--- config.mk ---
export PLATFORM = sky130hd
export DESIGN_NAME = cv32e40p_xmem_responder
export DESIGN_NICKNAME = d
export VERILOG_FILES = /design/src/rtl/cv32e40p_xmem_responder.sv
export SDC_FILE = /design/constraint.sdc
export NUM_CORES = 1
export LEC_CHECK = 0
export BUFFER_PORTS_ARGS = -buffer_cell sky130_fd_sc_hd__buf_2
export CORE_ASPECT_RATIO = 0.7
export CORE_MARGIN = 3
export CORE_UTILIZATION = 35
export DETAILED_ROUTE_END_ITERATION = 12
export MAX_ROUTING_LAYER = met4
export PLACE_DENSITY_LB_ADDON = 0.12
export REMOVE_ABC_BUFFERS = 1
export SYNTH_ARGS = -nofsm -noshare
export SYNTH_HDL_FRONTEND = slang
export SYNTH_SLANG_ARGS = --single-unit
--- constraint.sdc ---
create_clock -name clk_i -period 6.35 [get_ports clk_i]
set_input_delay 0.3175 -clock clk_i [delete_from_list [all_inputs] [get_ports clk_i]]
set_output_delay 0.3175 -clock clk_i [all_outputs]
set_load 0.02 [all_outputs]
--- src/rtl/cv32e40p_xmem_responder.sv ---
// Xmem responder: runs one Xmem request at a time on the OBI data port and returns an Xmem response.
// Latency is accept+3 cycles with zero-wait gnt/rvalid and accept+1 for illegal requests; the response holds until p_ready.
package cv32e40p_xmem_pkg;
    typedef enum logic {
        MEM_READ  = 1'b0,
        MEM_WRITE = 1'b1
    } mem_req_type_e;
endpackage

module cv32e40p_xmem_responder
    import cv32e40p_xmem_pkg::*;
#(
    parameter int ADDR_WIDTH  = 32,
    parameter int RANGE_WIDTH = 5
) (
    input  logic                   clk_i,
    input  logic                   rst_i,

    input  logic                   xmem_q_valid_i,
    output logic                   xmem_q_ready_o,
    input  logic [ADDR_WIDTH-1:0]  xmem_q_laddr_i,
    input  logic [31:0]            xmem_q_wdata_i,
    input  logic [2:0]             xmem_q_width_i,
    input  mem_req_type_e          xmem_q_req_type_i,
    input  logic                   xmem_q_mode_i,
    input  logic                   xmem_q_spec_i,
    input  logic                   xmem_q_endoftransaction_i,

    output logic                   xmem_p_valid_o,
    input  logic                   xmem_p_ready_i,
    output logic [31:0]            xmem_p_rdata_o,
    output logic [RANGE_WIDTH-1:0] xmem_p_range_o,
    output logic                   xmem_p_status_o,

    output logic                   data_req_o,
    input  logic                   data_gnt_i,
    output logic [ADDR_WIDTH-1:0]  data_addr_o,
    output logic                   data_we_o,
    output logic [3:0]             data_be_o,
    output logic [31:0]            data_wdata_o,
    input  logic                   data_rvalid_i,
    input  logic                   data_err_i,
    input  logic [31:0]            data_rdata_i
);

    typedef enum logic [1:0] {
        ST_IDLE = 2'd0,
        ST_REQ  = 2'd1,
        ST_WAIT = 2'd2,
        ST_RSP  = 2'd3
    } state_e;

    localparam logic [RANGE_WIDTH-1:0] RANGE_MAX = {RANGE_WIDTH{1'b1}};
    localparam logic [RANGE_WIDTH-1:0] RANGE_ONE = {{(RANGE_WIDTH-1){1'b0}}, 1'b1};

    state_e                  r_state;
    logic                    r_q_ready;
    logic                    r_p_valid;
    logic [31:0]             r_rdata;
    logic                    r_status;
    logic [RANGE_WIDTH-1:0]  r_range;
    logic                    r_data_req;
    logic [ADDR_WIDTH-1:0]   r_addr;
    logic                    r_we;
    logic [3:0]              r_be;
    logic [31:0]             r_wdata;
    logic [2:0]              r_width;
    logic [1:0]              r_lsb;
    logic                    r_eot;
    logic                    r_unused_mode;

    logic                    w_accept;
    logic                    w_illegal;
    logic [1:0]              w_lsb;
    logic [3:0]              w_be;
    logic [31:0]             w_shifted;
    logic [31:0]             w_rdata_masked;
    logic                    w_p_handshake;

    assign w_accept      = xmem_q_valid_i && r_q_ready;
    assign w_lsb         = xmem_q_laddr_i[1:0];
    assign w_p_handshake = r_p_valid && xmem_p_ready_i;

    // Misaligned half/word, unknown widths and speculative writes never reach the bus.
    assign w_illegal = (xmem_q_width_i > 3'd2)
                    || ((xmem_q_width_i == 3'd1) && w_lsb[0])
                    || ((xmem_q_width_i == 3'd2) && (w_lsb != 2'b00))
                    || ((xmem_q_req_type_i == MEM_WRITE) && xmem_q_spec_i);

    always_comb begin
        w_be = 4'b1111;
        case (xmem_q_width_i)
            3'd0:    w_be = 4'b0001 << w_lsb;
            3'd1:    w_be = 4'b0011 << w_lsb;
            default: w_be = 4'b1111;
        endcase
    end

    assign w_shifted = data_rdata_i >> {r_lsb, 3'b000};

    always_comb begin
        w_rdata_masked = w_shifted;
        case (r_width)
            3'd0:    w_rdata_masked = {24'h0, w_shifted[7:0]};
            3'd1:    w_rdata_masked = {16'h0, w_shifted[15:0]};
            default: w_rdata_masked = w_shifted;
        endcase
    end

    always_ff @(posedge clk_i) begin
        if (rst_i) begin
            r_state       <= ST_IDLE;
            r_q_ready     <= 1'b1;
            r_p_valid     <= 1'b0;
            r_rdata       <= 32'h0;
            r_status      <= 1'b0;
            r_range       <= '0;
            r_data_req    <= 1'b0;
            r_addr        <= '0;
            r_we          <= 1'b0;
            r_be          <= 4'h0;
            r_wdata       <= 32'h0;
            r_width       <= 3'd0;
            r_lsb         <= 2'd0;
            r_eot         <= 1'b0;
            r_unused_mode <= 1'b0;
        end else begin
            case (r_state)
                ST_IDLE: begin
                    if (w_accept) begin
                        r_q_ready     <= 1'b0;
                        r_width       <= xmem_q_width_i;
                        r_lsb         <= w_lsb;
                        r_eot         <= xmem_q_endoftransaction_i;
                        r_unused_mode <= xmem_q_mode_i;
                        if (w_illegal) begin
                            r_rdata   <= 32'h0;
                            r_status  <= 1'b1;
                            r_p_valid <= 1'b1;
                            r_state   <= ST_RSP;
                        end else begin
                            r_addr     <= {xmem_q_laddr_i[ADDR_WIDTH-1:2], 2'b00};
                            r_we       <= (xmem_q_req_type_i == MEM_WRITE);
                            r_be       <= w_be;
                            r_wdata    <= xmem_q_wdata_i << {w_lsb, 3'b000};
                            r_data_req <= 1'b1;
                            r_state    <= ST_REQ;
                        end
                    end
                end
                ST_REQ: begin
                    if (data_gnt_i) begin
                        r_data_req <= 1'b0;
                        r_state    <= ST_WAIT;
                    end
                end
                ST_WAIT: begin
                    if (data_rvalid_i) begin
                        r_status  <= data_err_i;
                        r_rdata   <= r_we ? 32'h0 : w_rdata_masked;
                        r_p_valid <= 1'b1;
                        r_state   <= ST_RSP;
                    end
                end
                ST_RSP: begin
                    if (w_p_handshake) begin
                        r_p_valid <= 1'b0;
                        r_q_ready <= 1'b1;
                        r_state   <= ST_IDLE;
                        // A sequence ends on eot or on the first error.
                        if (r_eot || r_status) begin
                            r_range <= '0;
                        end else if (r_range != RANGE_MAX) begin
                            r_range <= r_range + RANGE_ONE;
                        end
                    end
                end
                default: r_state <= ST_IDLE;
            endcase
        end
    end

    assign xmem_q_ready_o  = r_q_ready;
    assign xmem_p_valid_o  = r_p_valid;
    assign xmem_p_rdata_o  = r_rdata;
    assign xmem_p_range_o  = r_range;
    assign xmem_p_status_o = r_status;
    assign data_req_o      = r_data_req;
    assign data_addr_o     = r_addr;
    assign data_we_o       = r_we;
    assign data_be_o       = r_be;
    assign data_wdata_o    = r_wdata;

endmodule

======== After elaboration in Yosys (flattened, before gate mapping) ========
Cells that the tools add are included.
operators by class
  shift-type cells ........................ 4
  add/subtract/negate cells ............... 1
  equality and inequality tests ........... 13
  bitwise logic cells ..................... 1
  magnitude comparators ................... 1
  reduce and logical (&&, ||, !) cells .... 26
  muxes and demuxes ....................... 29
operators with widths
  kind                 number
  $mux 32              4
  $pmux 32 s2          2
  $shl 32x5->32        1
  $shr 32x5->32        1
  $ne 2x2->1 const B   6
  $reduce_and 4->1     3
  $mux 1               10
  $mux 2               5
  $mux 5               2
  $reduce_bool 2->1    5
  $reduce_and 3->1     3
  $pmux 2 s4           1
  $pmux 4 s2           1
  $eq 3x1->1 const B   2
  $logic_not 3->1      2
  $pmux 1 s2           3
  $add 5x1->5 const B  1
  $logic_and 1x1->1    5
  $ne 5x5->1 const B   1
  $reduce_and 5->1     1
  $eq 2x2->1 const B   2
  $logic_or 1x1->1     4
  $shl 1x2->4 const A  1
  $shl 2x2->4 const A  1
  other kinds (8)      8
storage, ports and cells
  input bits .............................. 110
  register bits after elaboration ......... 116
  logic and storage cells ................. 89

======== Longest topological paths before layout ========
Gate-level depths: netlist of the first run.
  depth after elaboration ................. 8
  depth in mapped cells ................... 10
  depth with buffers taken out ............ 7

======== Worst setup path before layout of the first run ========
Ideal clock, no wire load.
  path type ............................... register to register
  start ................................... reg r_state[0]
  end ..................................... reg r_be[2], in the netlist data_be_o[2]
  arrival time ............................ 2.044 ns
  period minus slack after synthesis ...... 2.176 ns
  path buffers ............................ 3
  path slack .............................. 4.174 ns
  cell stages (with the launch flop) ...... 10
  cells stage by stage .................... dfxtp_1 > inv_1 > ha_1 > buf_2 > nand3_4 > or4_1 > buf_2 > buf_2 > nor4b_1 > nor3_1
on the way
  word-level cells in the longest chain between the ends .. 2
RTL lines
  element                     line  RTL
  from (decl)                 56    state_e r_state;
  from (signal assigned)      112   r_state <= ST_IDLE;
  from (signal assigned)      140   r_state <= ST_RSP;
  from (signal assigned)      147   r_state <= ST_REQ;
  $logic_not 2->1             128   case (r_state)
  $reduce_and 3->1 (no line)  n/a
  to (signal assigned)        144   r_be <= w_be;
  to (decl)                   65    logic [3:0] r_be;
Every way passes these cells.
A chain may end at the register's enable or synchronous reset.

======== Worst setup path in the final report of the first run ========
  start ................................... reg r_state[1]
  end ..................................... reg r_wdata[15], in the netlist data_wdata_o[15]
on the way
  word-level cells in the longest chain between the ends .. 2
RTL lines
  element                     line  RTL
  $logic_not 2->1             128
  $reduce_and 3->1 (no line)  n/a
  to (signal assigned)        145   r_wdata <= xmem_q_wdata_i << {w_lsb, 3'b000};
  to (decl)                   66    logic [31:0] r_wdata;
Every way passes these cells.

==> results of run 1 <==
-- worst max-delay path by stage --
stage	start	endpoint	slack (ps)
6_report	r_state[1]	data_wdata_o[15]	3500
3_5_place_dp	r_state[0]	data_wdata_o[12]	3520
5_1_grt	r_state[1]	data_wdata_o[15]	3290
4_1_cts	r_state[1]	data_wdata_o[15]	3500
3_3_place_gp	r_state[1]	data_wdata_o[14]	3610
2_1_floorplan	r_state[0]	data_wdata_o[24]	2390
-- power breakdown --
group	leakage (nW)	switching (mW)	total, mW	internal [mW]
clock network	0.284	0.345	0.983	0.638
logic	1.92	0.401	0.612	0.211
registers	0.939	0.0467	0.834	0.787
total	3.14	0.793	2.43	1.64
-- stage by stage --
stage | cell area, sq um | instances | worst slack [ps]
after floorplan | 5170 | 582 | 2390
after global placement | 6570 | 1001 | 3610
after detailed placement | 6570 | 1001 | 3520
after CTS | 7180 | 1033 | 3500
after global routing | 7180 | 1033 | 3290
final | 7180 | 1033 | 3500
-- state kept, by name (all words and copies together) (netlist names), 2 cells and up --
signal,count
data_addr_o,30
data_be_o,4
data_wdata_o,32
r_lsb,2
r_state,2
r_width,3
xmem_p_range_o,5
xmem_p_rdata_o,32
-- cell type report --
| class | instances | area (sq um) | area share (%) |
|---|---|---|---|
| Inverter | 4 | 15.0 | 0.209 |
| Clock buffer | 20 | 457 | 6.36 |
| Clock inverter | 12 | 155 | 2.16 |
| Tap cell | 195 | 244 | 3.40 |
| Timing Repair Buffer | 224 | 1140 | 15.9 |
| Sequential cell | 116 | 2320 | 32.4 |
| Multi-Input combinational cell | 462 | 2840 | 39.6 |
-- metal layers --
metal | track usage [%] | up-vias | share of wire, %
met5 | - | - | 0
met4 | 6.18 | 0 | 1.6
met3 | 3.46 | 25 | 6.1
met2 | 28.3 | 188 | 45
met1 | 26.4 | 2503 | 48
li1 | - | 2668 | -
-- synth_stat cells, drive strengths merged, types with 2 or more instances --
| cell | n |
|---|---|
| a211oi | 9 |
| a21boi | 2 |
| a21o | 2 |
| a21oi | 61 |
| a22oi | 2 |
| a311oi | 3 |
| a31o | 16 |
| and4 | 9 |
| buf | 19 |
| clkbuf | 36 |
| dfxtp | 116 |
| ha | 7 |
| inv | 3 |
| mux2 | 8 |
| mux2i | 47 |
| nand2 | 110 |
| nand3 | 11 |
| nand3b | 11 |
| nand4 | 2 |
| nor2 | 38 |
| nor2b | 5 |
| nor3 | 31 |
| nor4 | 11 |
| o211ai | 17 |
| o21ai | 13 |
| o21bai | 2 |
| o22ai | 8 |
| o2bb2ai | 8 |
| o31ai | 2 |
| or3 | 11 |
-- worst register-to-register path, cell delays in order, from the launching register on --
cell and delay (ps):
dfxtp_1 330, inv_1 120, ha_1 410, nand3_4 250
or4_2 700, buf_4 350, or3_1 470, a21oi_1 140
-- cell families after synthesis --
kind of cell / count (synthesis) / synth area share, %
mux: 55 / 10.4
fa+ha+maj: 7 / 1.63
other cells: 1 / 0.0696
compound gates: 150 / 18.0
flops: 116 / 43.1
buf+inv: 59 / 4.39
simple gates: 248 / 22.5
==> summary.txt, run 1 <==
Worst hold path
  – Hold Path End: data_addr_o[7]
  – Worst hold start: xmem_q_laddr_i[7]
  – Hold Crit Class: primary input to flip-flop
  – Hold path depth: 3

Floorplan
  – Ports: 220
  – Initial core utilization: roughly 36%
  – Die area: 16,900 sq um
  – Core Area: between 10,000 and 15,000 sq um
  – Die Wd: 154 microns
  – Die Y-Extent: 110 microns
  – Row cnt: 37

Power
  – Worst VDD drop: 0.165 mV
  – Pwr Total: about 2.4 mW
  – Power per cell area: around 340 nW/um^2
  – Leak: 3.14 nW

Status
  – Status: completed

Final layout
  – Fillers: 1,464
  – Most frequent cells in the layout: buf_2, dfxtp_1, nand2_1, a21oi_1, mux2i_1
  – Final Util: approximately half
  – Area growth syn-to-layout: 33.2%
  – Fraction of layout cells with a size suffix above 1: between 30% and 40%
  – N_diodes: 0
  – Commonest non-fill, non-tap cell in the layout: buf_2
  – Nets: 942

Clocking
  – Root Buffer: clkbuf_16
  – CTS Buf Count: 17
  – Max H-tree Level: 4
  – Post-CTS setup buffer count: 0
  – Worst-path clk slew: 60 ps
  – Clk sink count: approximately 120
  – CTS tree: built
  – Clock Tree Buf Depth: 2
  – Worst-Skew Late Latency: 400 ps
  – Post-CTS Resized: 0
  – Hold Buf Count CTS: 0

Critical path
  – Crit start category: flip-flop
  – Critical-path cell list: inv_1 > ha_1 > nand3_4 > or4_2 > buf_4 > or3_1 > a21oi_1
  – FF-to-FF path depth: 7
  – Slowest-stage cell, CP: or4_2
  – End of the worst register-to-register path: data_wdata_o[15]
  – RR Startpoint: r_state[1]
  – Max incr delay on CP: approximately 700 ps
  – Crit end category: flip-flop
  – Crit path max fanout: 73
  – Crit Path Category: flip-flop to flip-flop
  – CP Depth: 7
  – Top Family by Delay on Critical Path: simple AND/OR/NAND/NOR gates
  – Critical Path RT: roughly 6700 ps
  – CP bufs+invs: 2
  – Worst reg2reg setup slack: 3500 ps
  – Crit path DAT: approximately 3200 ps

Logic synthesis
  – Mapped Area: 5390 sq um
  – Synth unique cells: 52
  – Async S/R FF share, synth: 0%
  – Sequential area share after synthesis: between 40% and 50%
  – Syn avg cell area: between 8 and 9 sq um
  – Top-area cell type share of the netlist area: approximately 43%
  – Most used flip-flop cell after synthesis: dfxtp_1
  – Synthesized flop and latch total: 116
  – Post-synth EDFFs: 0
  – Top post-synthesis cells by area: dfxtp_1, mux2i_1, nand2_1, a21oi_1, nor3_1
  – Synth area leader: dfxtp_1
  – Yosys warns: 0
  – Cells after Synth: between 600 and 700

Detailed routing
  – Final WL: 16,700 microns
  – Total number of vias: about 5,400
  – Routed wire per std cell: ~16 microns
  – # DRC: 0
  – Starting DRT DRC Count: around 400
  – Final ANT Viol Nets: 0
  – First drt pass iteration count: 5
  – Vias per cell: 5.21

Place
  – Port Buffers: around 220
  – Post-DP HPWL: 11,600 microns
  – GPL Wtd Cong: 0.919

Global route
  – Overall Global Routing Usage: between 10% and 20%
  – Vias in the first global route: roughly 5,000
  – First-pass GRT wire length: around 26,000 microns
  – Grt total ovfl: 0
  – Largest net degree at the start of global routing: 74
  – Initial antenna violation count: 0

Run
  – Max-cap viol count: 0

STA
  – F_max: 351 MHz
  – Final setup fails: 0
  – Slew HR: ~30%
  – Tmin final: around 2900 ps
  – Worst slew pin tran: 1050 ps
  – Final Hold Fails: 0
  – Clock skew: 8.28 ps
  – Period utilization: 44.9%
  – Unrepaired setup endpoints after global routing: false
  – Setup TNS: 0 ps
  – Pins over their slew limit: 0
  – Hold_ws: roughly 150 ps
(Power assumes the default switching activity.)
==> run 2: changes to the inputs <==
Settings changed: ABC_AREA set to 1.
Clock period 6.35 ns to 2.5 ns, I/O delays scaled along.
==> run 2 against run 1 <==
- worst setup slack got worse by 2900 ps
- routed wire length grew 3.1%
- register-to-register slack worse by 2900 ps
- die area increased by 3.9%
- via count up 12%
- flip-flop and latch count did not move
- final cell count grew 25%
- utilization increased by 1.1 points
- clock power rose to 2.5 times the previous value
- area after synthesis increased by 4.1%
- sequential share of layout area decreased by 2.2 points
- clock skew rose by 2.1 ps
- largest cell class unchanged
==> summary.txt, run 2 <==
Status
  – Status: completed

Power
  – Worst VDD drop: ~0.47 mV
  – Power per cell area: 955 nW/um^2
  – Leak: about 3.7 nW

Clocking
  – CTS tree: built
  – CTS Buf Count: 17
  – Max H-tree Level: 4
  – Clk sink count: 116
  – Root Buffer: clkbuf_16
  – Clock Tree Buf Depth: 2
  – Post-CTS setup buffer count: 0
  – Worst-Skew Late Latency: 410 ps
  – Worst-path clk slew: approximately 60 ps

Logic synthesis
  – Count leader, synth: nor2_1
  – Synthesized flop and latch total: between 100 and 150
  – Synth area leader: dfxtp_1
  – Post-synth EDFFs: 0
  – Sequential area share after synthesis: roughly two fifths
  – Async S/R FF share, synth: 0%
  – Top post-synthesis cells by area: dfxtp_1, nor2_1, nand2_1, o21ai_0, nand3_1
  – Top-area cell type share of the netlist area: approximately two fifths
  – Mapped Area: roughly 5600 sq um
  – Yosys warns: 0
  – Cells after Synth: about 860
  – Synth unique cells: 31
  – Synth top cells by count: nor2_1, nand2_1, o21ai_0
  – Syn avg cell area: ~6.5 sq um
  – Most used flip-flop cell after synthesis: dfxtp_1

Detailed routing
  – Starting DRT DRC Count: 394
  – Total number of vias: 6,011
  – Final WL: 17,200 microns
  – Vias per cell: approximately 4.6
  – First drt pass iteration count: 5
  – # DRC: 0
  – Final ANT Viol Nets: 0
  – Routed wire per std cell: 13.3 microns

Final layout
  – Final Util: between 40% and 50%
  – Fillers: 1,642
  – Nets: between 1,000 and 1,500
  – Commonest non-fill, non-tap cell in the layout: buf_2
  – Fraction of layout cells with a size suffix above 1: approximately a quarter
  – Area growth syn-to-layout: 37.4%
  – Most frequent cells in the layout: buf_2, nor2_1, nand2_1, o21ai_0, dfxtp_1

STA
  – F_max: around 530 MHz
  – Final setup fails: 0
  – Period utilization: between 70% and 80%
  – Worst slew pin tran: 1000 ps
  – Worst setup margin: 627 ps
  – Unrepaired setup endpoints after global routing: false
  – Tmin final: ~1900 ps
  – Final Hold Fails: 0
  – Slew HR: 32.5%
  – Clock skew: between 10 and 15 ps
  – Setup TNS: 0 ps
  – Pins over their slew limit: 0

Critical path
  – Crit path max fanout: 11
  – Crit start category: flip-flop
  – Crit end category: flip-flop
  – Critical Path End: xmem_p_rdata_o[5]
  – Crit Path Category: flip-flop to flip-flop
  – Critical Path RT: 2850 ps
  – Worst reg2reg setup slack: 630 ps
  – Max incr delay on CP: between 600 and 700 ps
  – End of the worst register-to-register path: xmem_p_rdata_o[5]
  – Crit path DAT: 2220 ps
  – Slowest-stage cell, CP: nor3_2
  – CP startpoint: r_lsb[1]
  – Most frequent cell on the critical path: o21ai_0
  – Critical-path cell list: inv_1 > nor3_2 > nand2_1 > o21ai_0 > o21ai_0 > nor2_1
  – FF-to-FF path depth: 6
  – RR Startpoint: r_lsb[1]

Worst hold path
  – Hold Crit Class: primary input to flip-flop
  – Hold path depth: 3

Global route
  – Vias in the first global route: about 5,300
  – Grt total ovfl: 0
  – Largest net degree at the start of global routing: 77
  – Overall Global Routing Usage: 19.5%
  – First-pass GRT wire length: 26,900 microns
  – Initial antenna violation count: 1

Place
  – Post-DP HPWL: around 12,000 microns
  – Port Buffers: ~220
  – GPL Wtd Cong: slightly above 0.8
  – Post-placement setup slack: between 600 and 700 ps

Floorplan
  – Die Wd: about 160 microns
  – Initial core utilization: 36.0%
  – Die Y-Extent: around 110 microns
  – Die area: 17,600 sq um
  – Row cnt: 38
  – Ports: between 200 and 250
  – Core Area: ~16,000 sq um

Run
  – Max-cap viol count: 0
run 2: changes by cell type after synthesis, moves of 16 or more:
cell     change
nor2_1     +170
o21ai_0    +113
nand2_1     +81
mux2i_1     -47
inv_1       +39
a21oi_1     -35
nand3_1     +23
nor3_1      -20
a31o_2      -16
run 2: cell families (layout without fill, tap and decap cells):
| family | Yosys count | count (layout) | share of synthesized area (%) |
|---|---|---|---|
| buffers and inverters | 104 | 338 | 8.39 |
| DFF | 116 | 116 | 41.4 |
| xor gates and xnor gates | 1 | 1 | 0.156 |
| adders and majority gates | 7 | 7 | 1.56 |
| and+or+nand+nor | 458 | 458 | 32.8 |
| other | 1 | 4 | 0.0668 |
| AOI/OAI and AO/OA | 171 | 171 | 15.6 |
run 2: layout make-up:
cell class	count	area (sq um)	share of cell area, %
multi-input cells	639	2820	36.6
flip-flops and latches	116	2320	30.1
repair buffers	258	1520	19.7
clock buffers	18	429	5.57
well taps	200	250	3.25
inverters	48	180	2.34
clock inverters	14	179	2.32
diodes	2	5.00	0.0649
run 2: how the worst min path moves through the flow:
stage,start,end,slack [ps]
3_5_place_dp,xmem_q_endoftransaction_i,r_eot,370
3_3_place_gp,xmem_q_endoftransaction_i,r_eot,370
5_1_grt,xmem_q_laddr_i[6],data_addr_o[6],30
4_1_cts,xmem_q_laddr_i[6],data_addr_o[6],7
6_report,xmem_q_laddr_i[6],data_addr_o[6],30
2_1_floorplan,rst_i,data_wdata_o[16],190
run 2: repair_timing:
action	CTS	global route
hold endpoints to repair	30	0
resized for setup	0	0
hold buffers	30	0
run 2: where the power goes:
part | total [mW] | internal [mW] | switching [mW]
logic | 2.52 | 0.855 | 1.66
clock network | 2.49 | 1.58 | 0.918
registers | 2.35 | 2.18 | 0.175
total | 7.36 | 4.61 | 2.76
run 2: layer usage:
layer | up-vias | track usage, % | share of wire (%)
met4 | 0 | 5.55 | 1.0
li1 | 3178 | - | -
met1 | 2658 | 26.1 | 49
met2 | 162 | 29.6 | 44
met5 | - | - | 0
met3 | 13 | 4.62 | 6.1
run 2: through the flow:
step	cells	hold slack (ps)	area (sq um)	total power [mW]
floorplan	803	194	5320	4.01
global placement	1231	371	6800	4.87
detailed placement	1231	374	6800	4.89
CTS	1293	7.43	7700	7.45
global route	1294	26.4	7710	7.89
finish	1295	25.2	7710	7.36
run 2: worst max-delay path: cells and delay by family (launching register included):
family / cells / cell delay (ps)
AO/OA/AOI/OAI: 2 / 190
buffers and inverters: 1 / 290
flip-flops: 1 / 510
AND/OR/NAND/NOR: 3 / 820
